<file path="config.mk">
export PLATFORM = sky130hd
export DESIGN_NAME = alu_arbiter
export DESIGN_NICKNAME = d
export VERILOG_FILES = /design/src/rtl/alu_arbiter.sv
export SDC_FILE = /design/constraint.sdc
export NUM_CORES = 1
export LEC_CHECK = 0
export ABC_AREA = 1
export ABC_CLOCK_PERIOD_IN_PS = 4050
export CORE_AREA = 2 2 131 133
export DETAILED_ROUTE_END_ITERATION = 8
export DIE_AREA = 0 0 133 135
export PLACE_DENSITY = 0.83
export SYNTH_ARGS = -nofsm -noshare
export SYNTH_HDL_FRONTEND = slang
export SYNTH_SLANG_ARGS = --single-unit
</file>
<file path="constraint.sdc">
create_clock -name clk_i -period 4.05 [get_ports clk_i]
set_clock_uncertainty 0.2 [all_clocks]
set_input_delay 0.81 -clock clk_i [delete_from_list [all_inputs] [get_ports clk_i]]
set_output_delay 0.81 -clock clk_i [all_outputs]
set_load 0.05 [all_outputs]
</file>
<file path="src/rtl/alu_arbiter.sv">
// alu_arbiter
//   Shares one external single-cycle ALU between two requesters.
//   A round-robin grant picks a requester in IDLE. Its operands are latched
//   into registers that drive the ALU directly. The ALU result and flags are
//   captured one cycle later and returned on the winner's response channel.
//   Only one operation is in flight at a time.
//
//   Optional feature macro: ALU_ARB_ILLEGAL_OP_EN
//     When defined, alufn codes 0010, 0110, 1011, 1100 and 1110 are illegal.
//     An illegal op follows the normal FSM path and latency. The ALU sees
//     alufn 0000. The response returns r=0, flags=0 and err=1.
//     When undefined, all codes pass through and err is tied low.
//
// state | meaning
// ------+----------------------------------------------------------------
// IDLE  | grant logic active; an accepted request latches operands
// EXEC  | latched operands at the ALU; result/flags captured at the edge
// RESP  | resp<g>_valid high for the winner until its resp_ready

module alu_arbiter #(
    parameter int XLEN = 32
) (
    input  logic            clk_i,
    input  logic            rst_ni,

    input  logic            req0_valid_i,
    output logic            req0_ready_o,
    input  logic [3:0]      req0_alufn_i,
    input  logic [XLEN-1:0] req0_a_i,
    input  logic [XLEN-1:0] req0_b_i,
    input  logic [4:0]      req0_shamt_i,

    input  logic            req1_valid_i,
    output logic            req1_ready_o,
    input  logic [3:0]      req1_alufn_i,
    input  logic [XLEN-1:0] req1_a_i,
    input  logic [XLEN-1:0] req1_b_i,
    input  logic [4:0]      req1_shamt_i,

    output logic            resp0_valid_o,
    input  logic            resp0_ready_i,
    output logic [XLEN-1:0] resp0_r_o,
    output logic [3:0]      resp0_flags_o,
    output logic            resp0_err_o,

    output logic            resp1_valid_o,
    input  logic            resp1_ready_i,
    output logic [XLEN-1:0] resp1_r_o,
    output logic [3:0]      resp1_flags_o,
    output logic            resp1_err_o,

    output logic [3:0]      alu_alufn_o,
    output logic [XLEN-1:0] alu_a_o,
    output logic [XLEN-1:0] alu_b_o,
    output logic [4:0]      alu_shamt_o,
    input  logic [XLEN-1:0] alu_r_i,
    input  logic            alu_zf_i,
    input  logic            alu_cf_i,
    input  logic            alu_vf_i,
    input  logic            alu_sf_i
);

    typedef enum logic [1:0] {
        ST_IDLE = 2'd0,
        ST_EXEC = 2'd1,
        ST_RESP = 2'd2
    } state_e;

    state_e            state_q;
    logic              ptr_q;
    logic              gnt_q;
    logic              ill_q;

    logic [3:0]        alufn_q;
    logic [XLEN-1:0]   a_q;
    logic [XLEN-1:0]   b_q;
    logic [4:0]        shamt_q;

    logic [XLEN-1:0]   r_q;
    logic [3:0]        flags_q;
    logic              err_q;
    logic              resp0_valid_q;
    logic              resp1_valid_q;

    logic              win_any;
    logic              win_id;
    logic              resp_hs;

    logic [3:0]        req_alufn_d;
    logic [XLEN-1:0]   req_a_d;
    logic [XLEN-1:0]   req_b_d;
    logic [4:0]        req_shamt_d;
    logic              req_ill_d;

    // Round-robin grant: a lone requester wins, a tie goes to ptr_q.
    // Held off in reset so ready never rises while rst_ni is low.
    always_comb begin
        win_any = 1'b0;
        win_id  = 1'b0;
        if (rst_ni && (state_q == ST_IDLE)) begin
            win_any = req0_valid_i | req1_valid_i;
            if (req0_valid_i && req1_valid_i) begin
                win_id = ptr_q;
            end else begin
                win_id = req1_valid_i;
            end
        end
    end

    assign req0_ready_o = win_any & ~win_id;
    assign req1_ready_o = win_any &  win_id;

    // Operand mux from the winning requester, ready to be latched on accept.
    always_comb begin
        req_alufn_d = req0_alufn_i;
        req_a_d     = req0_a_i;
        req_b_d     = req0_b_i;
        req_shamt_d = req0_shamt_i;
        if (win_id) begin
            req_alufn_d = req1_alufn_i;
            req_a_d     = req1_a_i;
            req_b_d     = req1_b_i;
            req_shamt_d = req1_shamt_i;
        end
    end

`ifdef ALU_ARB_ILLEGAL_OP_EN
    // Illegal function decode for the winner's alufn.
    always_comb begin
        req_ill_d = 1'b0;
        case (req_alufn_d)
            4'b0010, 4'b0110, 4'b1011, 4'b1100, 4'b1110: req_ill_d = 1'b1;
            default:                                     req_ill_d = 1'b0;
        endcase
    end
`else
    assign req_ill_d = 1'b0;
`endif

    assign resp_hs = (resp0_valid_q & resp0_ready_i) |
                     (resp1_valid_q & resp1_ready_i);

    // Sequencing FSM with operand latches, result capture and pointer update.
    always_ff @(posedge clk_i or negedge rst_ni) begin
        if (!rst_ni) begin
            state_q       <= ST_IDLE;
            ptr_q         <= 1'b0;
            gnt_q         <= 1'b0;
            ill_q         <= 1'b0;
            alufn_q       <= '0;
            a_q           <= '0;
            b_q           <= '0;
            shamt_q       <= '0;
            r_q           <= '0;
            flags_q       <= '0;
            err_q         <= 1'b0;
            resp0_valid_q <= 1'b0;
            resp1_valid_q <= 1'b0;
        end else begin
            case (state_q)
                ST_IDLE: begin
                    if (win_any) begin
                        // Illegal ops still run through the ALU, but as a
                        // harmless code 0000; the capture stage masks the result.
                        alufn_q <= req_ill_d ? 4'b0000 : req_alufn_d;
                        a_q     <= req_a_d;
                        b_q     <= req_b_d;
                        shamt_q <= req_shamt_d;
                        gnt_q   <= win_id;
                        ill_q   <= req_ill_d;
                        state_q <= ST_EXEC;
                    end
                end
                ST_EXEC: begin
                    r_q           <= ill_q ? '0 : alu_r_i;
                    flags_q       <= ill_q ? 4'b0000
                                           : {alu_zf_i, alu_cf_i, alu_vf_i, alu_sf_i};
                    err_q         <= ill_q;
                    resp0_valid_q <= ~gnt_q;
                    resp1_valid_q <=  gnt_q;
                    state_q       <= ST_RESP;
                end
                ST_RESP: begin
                    if (resp_hs) begin
                        resp0_valid_q <= 1'b0;
                        resp1_valid_q <= 1'b0;
                        ptr_q         <= ~gnt_q;
                        state_q       <= ST_IDLE;
                    end
                end
                default: begin
                    resp0_valid_q <= 1'b0;
                    resp1_valid_q <= 1'b0;
                    state_q       <= ST_IDLE;
                end
            endcase
        end
    end

    assign alu_alufn_o   = alufn_q;
    assign alu_a_o       = a_q;
    assign alu_b_o       = b_q;
    assign alu_shamt_o   = shamt_q;

    // Result data is shared by both channels; only resp<g>_valid qualifies it.
    assign resp0_valid_o = resp0_valid_q;
    assign resp0_r_o     = r_q;
    assign resp0_flags_o = flags_q;
    assign resp0_err_o   = err_q;

    assign resp1_valid_o = resp1_valid_q;
    assign resp1_r_o     = r_q;
    assign resp1_flags_o = flags_q;
    assign resp1_err_o   = err_q;

endmodule

</file>
==> flow_summary.yaml <==
status:
  outcome: "finished clean"
grt:
  gr-total-overflow: 0
  antenna_found_initial: 0
  grt_pass1_vias: 5461
  grt_first_pass_wirelength_um: 28100
  track_usage: 0.200
  grt_max_degree: 101
clock_network:
  htreeDepth: 4
  path_clk_slew_ns: 0.05
  tritoncts: "yes"
  clk_path_buf_depth: 2
  post_cts_buffers: 0
  insertion_delay_ns: 0.40
  post_cts_resized: 0
  clock-sinks: 115
  numCtsBuffers: 17
  holdBufCountCts: 0
  root_buffer: "clkbuf_16"
die:
  num_io_pins: 339
  die_x_um: 133
  core_area_um2: 16400
  die_h_um: 135
  start_util: 0.334
  die-area_um2: 18000
  rows: 47
power:
  total_power_mw: 8.87
  ir_drop_mv: 0.592
  power_density_nw_per_um2: 951
  p_leak_nw: 4.45
final_layout:
  n_fill_cell: 1429
  drive_gt1_frac: 0.0484
  n_antenna_cell: 0
  fin_util: 0.568
  layout.cells.non_filler: 1233
  nets: 1188
  area_growth_syn_to_layout_pct: 70.4
synthesis:
  synth_top_family_by_area: "simple AND/OR/NAND/NOR gates"
  yosysSeqAreaShare: 0.526
  synth_area_um2: 5470
  yosys.area_share.simple: 0.353
  synth.area.top_cells: "dfrtp_1 53%, nand2_1 22%, nand3_1 8.6%"
  synth_compound_area_frac: 0.00274
  synthArstFlopShare: 1.00
  yosysWarningCount: 0
  ys.flop_type: "dfrtp_1"
  synth_edf_count: 0
  syn_inst: 712
  synth_top_area_cell: "dfrtp_1"
  synth_xor_area_frac: 0
  synth-seq-cells: 115
  synth_area_per_cell_um2: 7.69
  netlist.area_leader.share: 0.526
  yosysUniqueCellTypes: 16
  synth.most_common_cell: "nand2_1"
  synth_fa_ha_area_frac: 0
  synthMuxAreaShare: 0
  synth_commonest_cells: "325 x nand2_1, 115 x dfrtp_1, 94 x nand3_1, 58 x nor2_1, 43 x buf_4"
setup_path:
  end_kind: "primary output"
  reg2reg_slack_ns: 1.97
  start_kind: "input port"
  reg2reg_to: "alu_b_o[11]"
  reg2reg_depth: 6
  arrival_ns: 1.94
  critPathKind: "input port to primary output"
  critical_path_required_ns: 3.04
  r2r_start: "state_q[1]"
  crit_fanout: 2
sta:
  hold_viol_final: 0
  setup_viol: 0
  fmax_ghz: 0.339
  finalCritPeriodShare: 0.728
  tightest_slew_ns: 1.03
  drv_slew: 0
  rsz0062_at_grt: "no"
  relSlewSlack: 0.311
  finalSetupTns_ns: 0
  period_needed_ns: 2.95
run:
  maxCapViolCount: 0
route:
  vias_per_cell: 4.54
  wl_um: 18000
  vias: 5592
  detail-route-antenna-nets: 0
  drc: 0
  drt_iter0_drc: 252
  wl_per_cell_um: 14.6
  first_pass_iters: 4
place:
  dp_hpwl_um: 13000
  dp.cells: 1201
  portBuffers: 336
  gp_congestion: 0.817
hold_path:
  hp-class: "input port to async pin"
report_power, final:
part           internal (mW)  switching, mW  leakage [nW]
clock network           1.00          0.540         0.286
logic                   1.67           3.56          2.74
registers               1.71          0.390          1.42
worst max-delay path: stages:
cell	delay (ns)
clkdlybuf4s50_1	0.50
inv_1	0.06
nand2_1	0.13
nand3_4	0.07
nor2_1	0.19
buf_12	0.17
worst max path at each step:
stage                       startpoint           end  slack, ns
after floorplan           req1_valid_i  req0_ready_o       1.10
after global placement    req1_valid_i  req0_ready_o       1.15
after detailed placement  req1_valid_i  req0_ready_o       1.10
after CTS                 req1_valid_i  req0_ready_o       1.09
after global routing      req0_valid_i  req0_ready_o       1.03
final                     req1_valid_i  req0_ready_o       1.10
cells in the final DEF (no fill, tap or decap), types with 3 or more instances in the layout:
cell type / count
clkdlybuf4s50_1: 333
nand2_1: 324
dfrtp_1: 115
nand3_1: 93
nor2_1: 56
inv_1: 35
clkbuf_16: 17
buf_4: 9
clkinvlp_4: 4
bufinv_16: 3
area by class of cell:
type	instances	area (um2)	area share
clock buffer	21	460	0.0494
clock inverter	11	151	0.0162
inverter	36	135	0.0145
multi-input combinational	486	1990	0.213
sequential	115	2880	0.309
tap	220	275	0.0295
timing repair buffer	344	3440	0.369
flip-flops by register name, summed over array words and instances (netlist names):
name,count
alu_a_o,32
alu_b_o,32
resp0_r_o,32
alu_shamt_o,5
alu_alufn_o,4
resp0_flags_o,4
state_q,2
gnt_q,1
ptr_q,1
resp0_valid_o,1
resp1_valid_o,1
kinds of logic (layout without fill, tap and decap cells):
group / count (synthesis) / count (layout)
other: 1 / 2
AOI/OAI and AO/OA: 3 / 3
buffers and inverters: 112 / 412
DFF: 115 / 115
and+or+nand+nor: 481 / 481
per-layer routing:
layer | vias to the layer above | track usage | share of wire
met1 | 2580 | 0.227 | 0.38
met3 | 32 | 0.0683 | 0.089
li1 | 2726 | - | -
met5 | - | 0 | 0
met2 | 254 | 0.347 | 0.50
met4 | 0 | 0.0800 | 0.026
stage by stage:
stage / setup slack [ns] / area [um2] / hold slack, ns
2_1_floorplan: 1.10 / 5480 / 0.253
3_3_place_gp: 1.15 / 8710 / 0.261
3_5_place_dp: 1.10 / 8710 / 0.264
4_1_cts: 1.09 / 9330 / 0.107
5_1_grt: 1.03 / 9330 / 0.122
6_report: 1.10 / 9330 / 0.115
No activity file was read; power rests on OpenSTA's default activity.
